<file path="config.mk">
export PLATFORM = sky130hd
export DESIGN_NAME = mapper_mmc1_flat
export DESIGN_NICKNAME = d
export VERILOG_FILES = /design/src/rtl/mapper_mmc1_if.sv /design/src/rtl/mapper_mmc1.sv /design/src/flat_wrapper.sv
export SDC_FILE = /design/constraint.sdc
export NUM_CORES = 1
export LEC_CHECK = 0
export CORE_MARGIN = 2
export CORE_UTILIZATION = 40
export CTS_BUF_LIST = sky130_fd_sc_hd__clkbuf_16
export DETAILED_ROUTE_END_ITERATION = 6
export HOLD_SLACK_MARGIN = 0.1
export PLACE_DENSITY = 0.85
export REMOVE_ABC_BUFFERS = 1
export SLEW_MARGIN = 20
export SYNTH_ARGS = -nofsm -noshare
export SYNTH_HDL_FRONTEND = slang
export SYNTH_SLANG_ARGS = --single-unit
</file>
<file path="constraint.sdc">
create_clock -name clock -period 2.4 [get_ports clock]
set_input_delay 0.6 -clock clock [delete_from_list [all_inputs] [get_ports clock]]
set_output_delay 0.6 -clock clock [all_outputs]
set_load 0.005 [all_outputs]
</file>
<file path="src/rtl/mapper_mmc1_if.sv">
// Bus bundle between the CPU/PPU side and the MMC1 mapper: CPU write port,
// PPU address, and the translated PRG/CHR/VRAM outputs.
interface mapper_mmc1_if #(
  parameter int PRG_AW = 17,
  parameter int CHR_AW = 17
);
  logic              ce;
  logic [15:0]       cpu_a;
  logic [7:0]        cpu_d;
  logic              cpu_w;
  logic [13:0]       chra;
  logic [PRG_AW-1:0] prg_address;
  logic [CHR_AW-1:0] chr_address;
  logic              ciram_a10;
  logic              prg_ram_en;

  modport master (
    output ce, cpu_a, cpu_d, cpu_w, chra,
    input  prg_address, chr_address, ciram_a10, prg_ram_en
  );

  modport slave (
    input  ce, cpu_a, cpu_d, cpu_w, chra,
    output prg_address, chr_address, ciram_a10, prg_ram_en
  );
endinterface

</file>
<file path="src/rtl/mapper_mmc1.sv">
// MMC1 (SxROM) mapper: 5-bit serial register port at $8000-$FFFF and the
// combinational PRG/CHR bank translation plus nametable mirroring.
module mapper_mmc1 #(
  parameter int PRG_AW = 17,
  parameter int CHR_AW = 17
) (
  input  logic          clock,
  input  logic          reset,
  mapper_mmc1_if.slave  bus
);
  localparam logic [3:0] PRG_MASK = 4'((1 << (PRG_AW - 14)) - 1);

  logic [4:0] sr_reg;
  logic [2:0] cnt_reg;
  logic       wr_prev_reg;
  logic [4:0] ctrl_reg;
  logic [4:0] chr0_reg;
  logic [4:0] chr1_reg;
  logic [4:0] prg_reg;

  logic       wr_hit;
  logic       wr_accept;
  logic [4:0] shift_next;

  assign wr_hit     = bus.cpu_w & bus.cpu_a[15];
  // Only the first cycle of a run of back-to-back writes is taken (RMW double writes).
  assign wr_accept  = bus.ce & wr_hit & ~wr_prev_reg;
  assign shift_next = {bus.cpu_d[0], sr_reg[4:1]};

  always_ff @(posedge clock or posedge reset) begin
    if (reset) begin
      sr_reg      <= 5'h00;
      cnt_reg     <= 3'd0;
      wr_prev_reg <= 1'b0;
      ctrl_reg    <= 5'h0C;
      chr0_reg    <= 5'h00;
      chr1_reg    <= 5'h00;
      prg_reg     <= 5'h00;
    end else if (bus.ce) begin
      wr_prev_reg <= wr_hit;
      if (wr_accept) begin
        if (bus.cpu_d[7]) begin
          sr_reg   <= 5'h00;
          cnt_reg  <= 3'd0;
          ctrl_reg <= ctrl_reg | 5'h0C;
        end else if (cnt_reg != 3'd4) begin
          sr_reg  <= shift_next;
          cnt_reg <= cnt_reg + 3'd1;
        end else begin
          case (bus.cpu_a[14:13])
            2'd0:    ctrl_reg <= shift_next;
            2'd1:    chr0_reg <= shift_next;
            2'd2:    chr1_reg <= shift_next;
            default: prg_reg  <= shift_next;
          endcase
          sr_reg  <= 5'h00;
          cnt_reg <= 3'd0;
        end
      end
    end
  end

  logic [3:0] prg_b;
  logic [3:0] prg_bank;
  logic [4:0] chr_bank;
  logic       ciram_next;

  always_comb begin
    prg_b = prg_reg[3:0] & PRG_MASK;
    case (ctrl_reg[3:2])
      2'd0, 2'd1: prg_bank = {prg_b[3:1], bus.cpu_a[14]};
      2'd2:       prg_bank = bus.cpu_a[14] ? prg_b : 4'd0;
      default:    prg_bank = bus.cpu_a[14] ? PRG_MASK : prg_b;
    endcase
  end

  always_comb begin
    if (ctrl_reg[4])
      chr_bank = bus.chra[12] ? chr1_reg : chr0_reg;
    else
      chr_bank = {chr0_reg[4:1], bus.chra[12]};
  end

  always_comb begin
    case (ctrl_reg[1:0])
      2'd0:    ciram_next = 1'b0;
      2'd1:    ciram_next = 1'b1;
      2'd2:    ciram_next = bus.chra[10];
      default: ciram_next = bus.chra[11];
    endcase
  end

  assign bus.prg_address = PRG_AW'({prg_bank, bus.cpu_a[13:0]});
  assign bus.chr_address = CHR_AW'({chr_bank, bus.chra[11:0]});
  assign bus.ciram_a10   = ciram_next;
  assign bus.prg_ram_en  = ~prg_reg[4];

  logic unused_bits;
  assign unused_bits = ^{bus.cpu_d[6:1], bus.chra[13]};
endmodule

</file>
<file path="src/flat_wrapper.sv">
// flat-port wrapper written by rule: the top's interface ports become plain ports
module mapper_mmc1_flat 
#(
  parameter int PRG_AW = 17,
  parameter int CHR_AW = 17
)
  (clock, reset, bus_ce, bus_cpu_a, bus_cpu_d, bus_cpu_w, bus_chra, bus_prg_address, bus_chr_address, bus_ciram_a10, bus_prg_ram_en);
  mapper_mmc1_if #(.PRG_AW(PRG_AW), .CHR_AW(CHR_AW)) bus_i ();
  input  logic clock;
  input  logic reset;
  input wire logic [$bits(bus_i.ce)-1:0] bus_ce;
  input wire logic [$bits(bus_i.cpu_a)-1:0] bus_cpu_a;
  input wire logic [$bits(bus_i.cpu_d)-1:0] bus_cpu_d;
  input wire logic [$bits(bus_i.cpu_w)-1:0] bus_cpu_w;
  input wire logic [$bits(bus_i.chra)-1:0] bus_chra;
  output wire logic [$bits(bus_i.prg_address)-1:0] bus_prg_address;
  output wire logic [$bits(bus_i.chr_address)-1:0] bus_chr_address;
  output wire logic [$bits(bus_i.ciram_a10)-1:0] bus_ciram_a10;
  output wire logic [$bits(bus_i.prg_ram_en)-1:0] bus_prg_ram_en;
  assign bus_i.ce = bus_ce;
  assign bus_i.cpu_a = bus_cpu_a;
  assign bus_i.cpu_d = bus_cpu_d;
  assign bus_i.cpu_w = bus_cpu_w;
  assign bus_i.chra = bus_chra;
  assign bus_prg_address = bus_i.prg_address;
  assign bus_chr_address = bus_i.chr_address;
  assign bus_ciram_a10 = bus_i.ciram_a10;
  assign bus_prg_ram_en = bus_i.prg_ram_en;
  mapper_mmc1 #(.PRG_AW(PRG_AW), .CHR_AW(CHR_AW)) u_core (.clock(clock), .reset(reset), .bus(bus_i));
endmodule
</file>
==> flow_metrics.py <==
metrics = {
    "place": {
        "port_buffers": 24,
        "place_congestion": 0.740,
        "placed_cells": 180,
        "hpwl_mm": 2.42,
        "dpl-instance-area_mm2": 0.00169,
    },
    "clocking": {
        "tritoncts": "done",
        "cts_made_buffers": 3,
        "cts_max_level": 1,
        "hold_buffers": 0,
        "worstSkewPairLatency_ns": 0.26,
        "cts_root_buf": "clkbuf_16",
        "clk_path_buf_depth": 2,
        "clock_sinks": 27,
        "clk_pin_slew_ns": 0.06,
    },
    "setup_path": {
        "path_class": "input pin to output pin",
        "worstPathRequired_ns": 1.80,
        "worstPathMaxFanout": 5,
        "worst_setup_path_end_kind": "output pin",
        "start_kind": "input pin",
        "arrival_ns": 1.77,
        "r2r_slack_ns": 0.60,
    },
    "die": {
        "core-area_mm2": 0.00366,
        "fp.dieH_um": 65.7,
        "die_w_um": 65.7,
        "dieArea_mm2": 0.00432,
        "io_pins": 78,
        "initial_core_util": 0.416,
        "placementRows": 22,
    },
    "power": {
        "totalPowerFinal_mw": 1.06,
        "power_density_mw_per_mm2": 597,
        "ir_worst_vdd_uv": 244,
        "leakagePower_nw": 0.884,
    },
    "detailed_routing": {
        "drt_iter0_drc": 44,
        "ant_nets": 0,
        "via_per_inst": 5.25,
        "drc_errors": 0,
        "post_drt_wl_per_cell_um": 17.0,
        "dr.pass1.iters": 3,
        "via_count": 971,
        "drt-total-wl_mm": 3.14,
    },
    "sta": {
        "fin_crit_sh": 0.986,
        "finClkSkew_ns": 0.00256,
        "final_hold_viol_count": 0,
        "relSlewSlack": 0.699,
        "worst_slew_pin_slew_ns": 0.450,
        "maxSlewViolCount": 0,
        "timing.fmax_ghz": 0.423,
        "fin_setup_tns_ns": 0,
        "finalCriticalPeriod_ns": 2.37,
        "finalSetupViolCount": 0,
    },
    "layout": {
        "post-route-util": 0.486,
        "layout_commonest_cell": "dfrtp_1",
        "final-instance-count-excl-fill": 185,
        "layout.nets": 182,
        "diodes": 0,
        "area_growth_pct": 16.8,
        "finalInstanceArea_mm2": 0.00178,
        "final_cell_mix": "dfrtp_1, clkdlybuf4s50_1, mux2_2, a21oi_1, inv_1",
        "drive_above_1_share": 0.307,
    },
    "synthesis": {
        "synthCells": 128,
        "ys_seq_area_frac": 0.445,
        "synth_cell_type_count": 27,
        "syn_area_mm2": 0.00152,
        "post_synth.cell_area_avg_um2": 11.9,
        "ys_seq_elements": 27,
        "ys_warn_count": 0,
    },
    "grt": {
        "grtUsageTotal": 0.165,
        "antenna_found_initial": 0,
        "grt_pass1_wl_mm": 5.29,
        "grt_pass1_vias": 1071,
        "grt.overflow.total": 0,
        "grt_start_max_net_pins": 28,
    },
    "worst_hold_path": {
        "holdCritPathClass": "flip-flop to flip-flop",
    },
    "status": {
        "status": "finished, final reports clean",
    },
    "run": {
        "maxCapViolations": 0,
    },
}
==> cell usage after synthesis (all sizes together) <==
library cell | n | area (um2)
nor2b | 1 | 6.26
a21o | 1 | 7.51
dfstp | 2 | 52.6
inv | 7 | 26.3
mux2 | 22 | 263
or4b | 1 | 13.8
nand3 | 2 | 10.0
a21oi | 9 | 45.0
nor4 | 3 | 63.8
o21bai | 1 | 7.51
nand3b | 1 | 7.51
buf | 27 | 200
nand2 | 2 | 7.51
or2 | 1 | 6.26
nand4b | 1 | 23.8
ha | 2 | 25.0
dfrtp | 25 | 626
nor2 | 6 | 22.5
a31oi | 1 | 6.26
a211oi | 1 | 7.51
a22o | 6 | 52.6
o21ai | 1 | 5.00
or4 | 1 | 7.51
nand2b | 2 | 12.5
o22a | 2 | 17.5
==> power by group <==
group / switching [mW] / total [mW] / internal, mW
sequential: 0.0378 / 0.530 / 0.492
clock: 0.139 / 0.362 / 0.223
combinational: 0.0747 / 0.170 / 0.0953
==> layer usage <==
| metal | track usage | vias to the layer above | wire [um] |
|---|---|---|---|
| met2 | 0.265 | 58 | 1510 |
| li1 | - | 446 | - |
| met3 | 0.0993 | 8 | 376 |
| met5 | 0 | - | 0 |
| met1 | 0.179 | 459 | 1190 |
| met4 | 0.0547 | 0 | 68 |
==> critical path, stage by stage <==
cell and delay (ns):
dlygate4sd2_1 0.25, nand2_2 0.12, mux2_2 0.35, clkdlybuf4s50_1 0.44
==> per-stage QoR <==
stage / hold WS (ns) / setup slack [ns]
3_3_place_gp: 0.484 / -0.234
6_report: 0.506 / 0.0342
2_1_floorplan: 0.475 / 0.537
5_1_grt: 0.526 / -0.000904
3_5_place_dp: 0.496 / -0.245
4_1_cts: 0.510 / 0.0123
==> timing repair <==
item / CTS / global route
buffers inserted: 0 / 1
gates resized for setup: 4 / 2
pin swaps: 1 / 1
endpoints found under the setup margin: 9 / 3
==> cell type report <==
type                    count  area (um2)
clock buffers               3        75.1
inverters                   7        26.3
fillers                   329        1880
well taps                  48        60.1
multi-input cells          67         621
repair buffers             32         314
flip-flops and latches     27         678
clock inverters             1        3.75
==> cell families (layout without fill, tap and decap cells) <==
family	after synthesis	count (layout)	synth area share
DFF	27	27	0.445
buffers and inverters	34	43	0.149
adders and majority gates	2	2	0.0164
and+or+nand+nor	21	21	0.119
AOI/OAI and AO/OA	22	22	0.0978
muxes	22	22	0.173
==> path summary, 6_finish.rpt <==
kind,startpoint,end,depth (start not counted)
min reg2reg,u_core.chr1_reg[3],u_core.chr1_reg[3],1
max reg2reg,u_core.cnt_reg[0],u_core.prg_reg[0],5
max in group asynchronous,reset,u_core.ctrl_reg[2],3
min in group asynchronous,reset,u_core.ctrl_reg[1],3
max,bus_chra[12],bus_chr_address[15],4
min,u_core.chr1_reg[3],u_core.chr1_reg[3],1
Note: power is estimated with default switching activity, not from simulation.
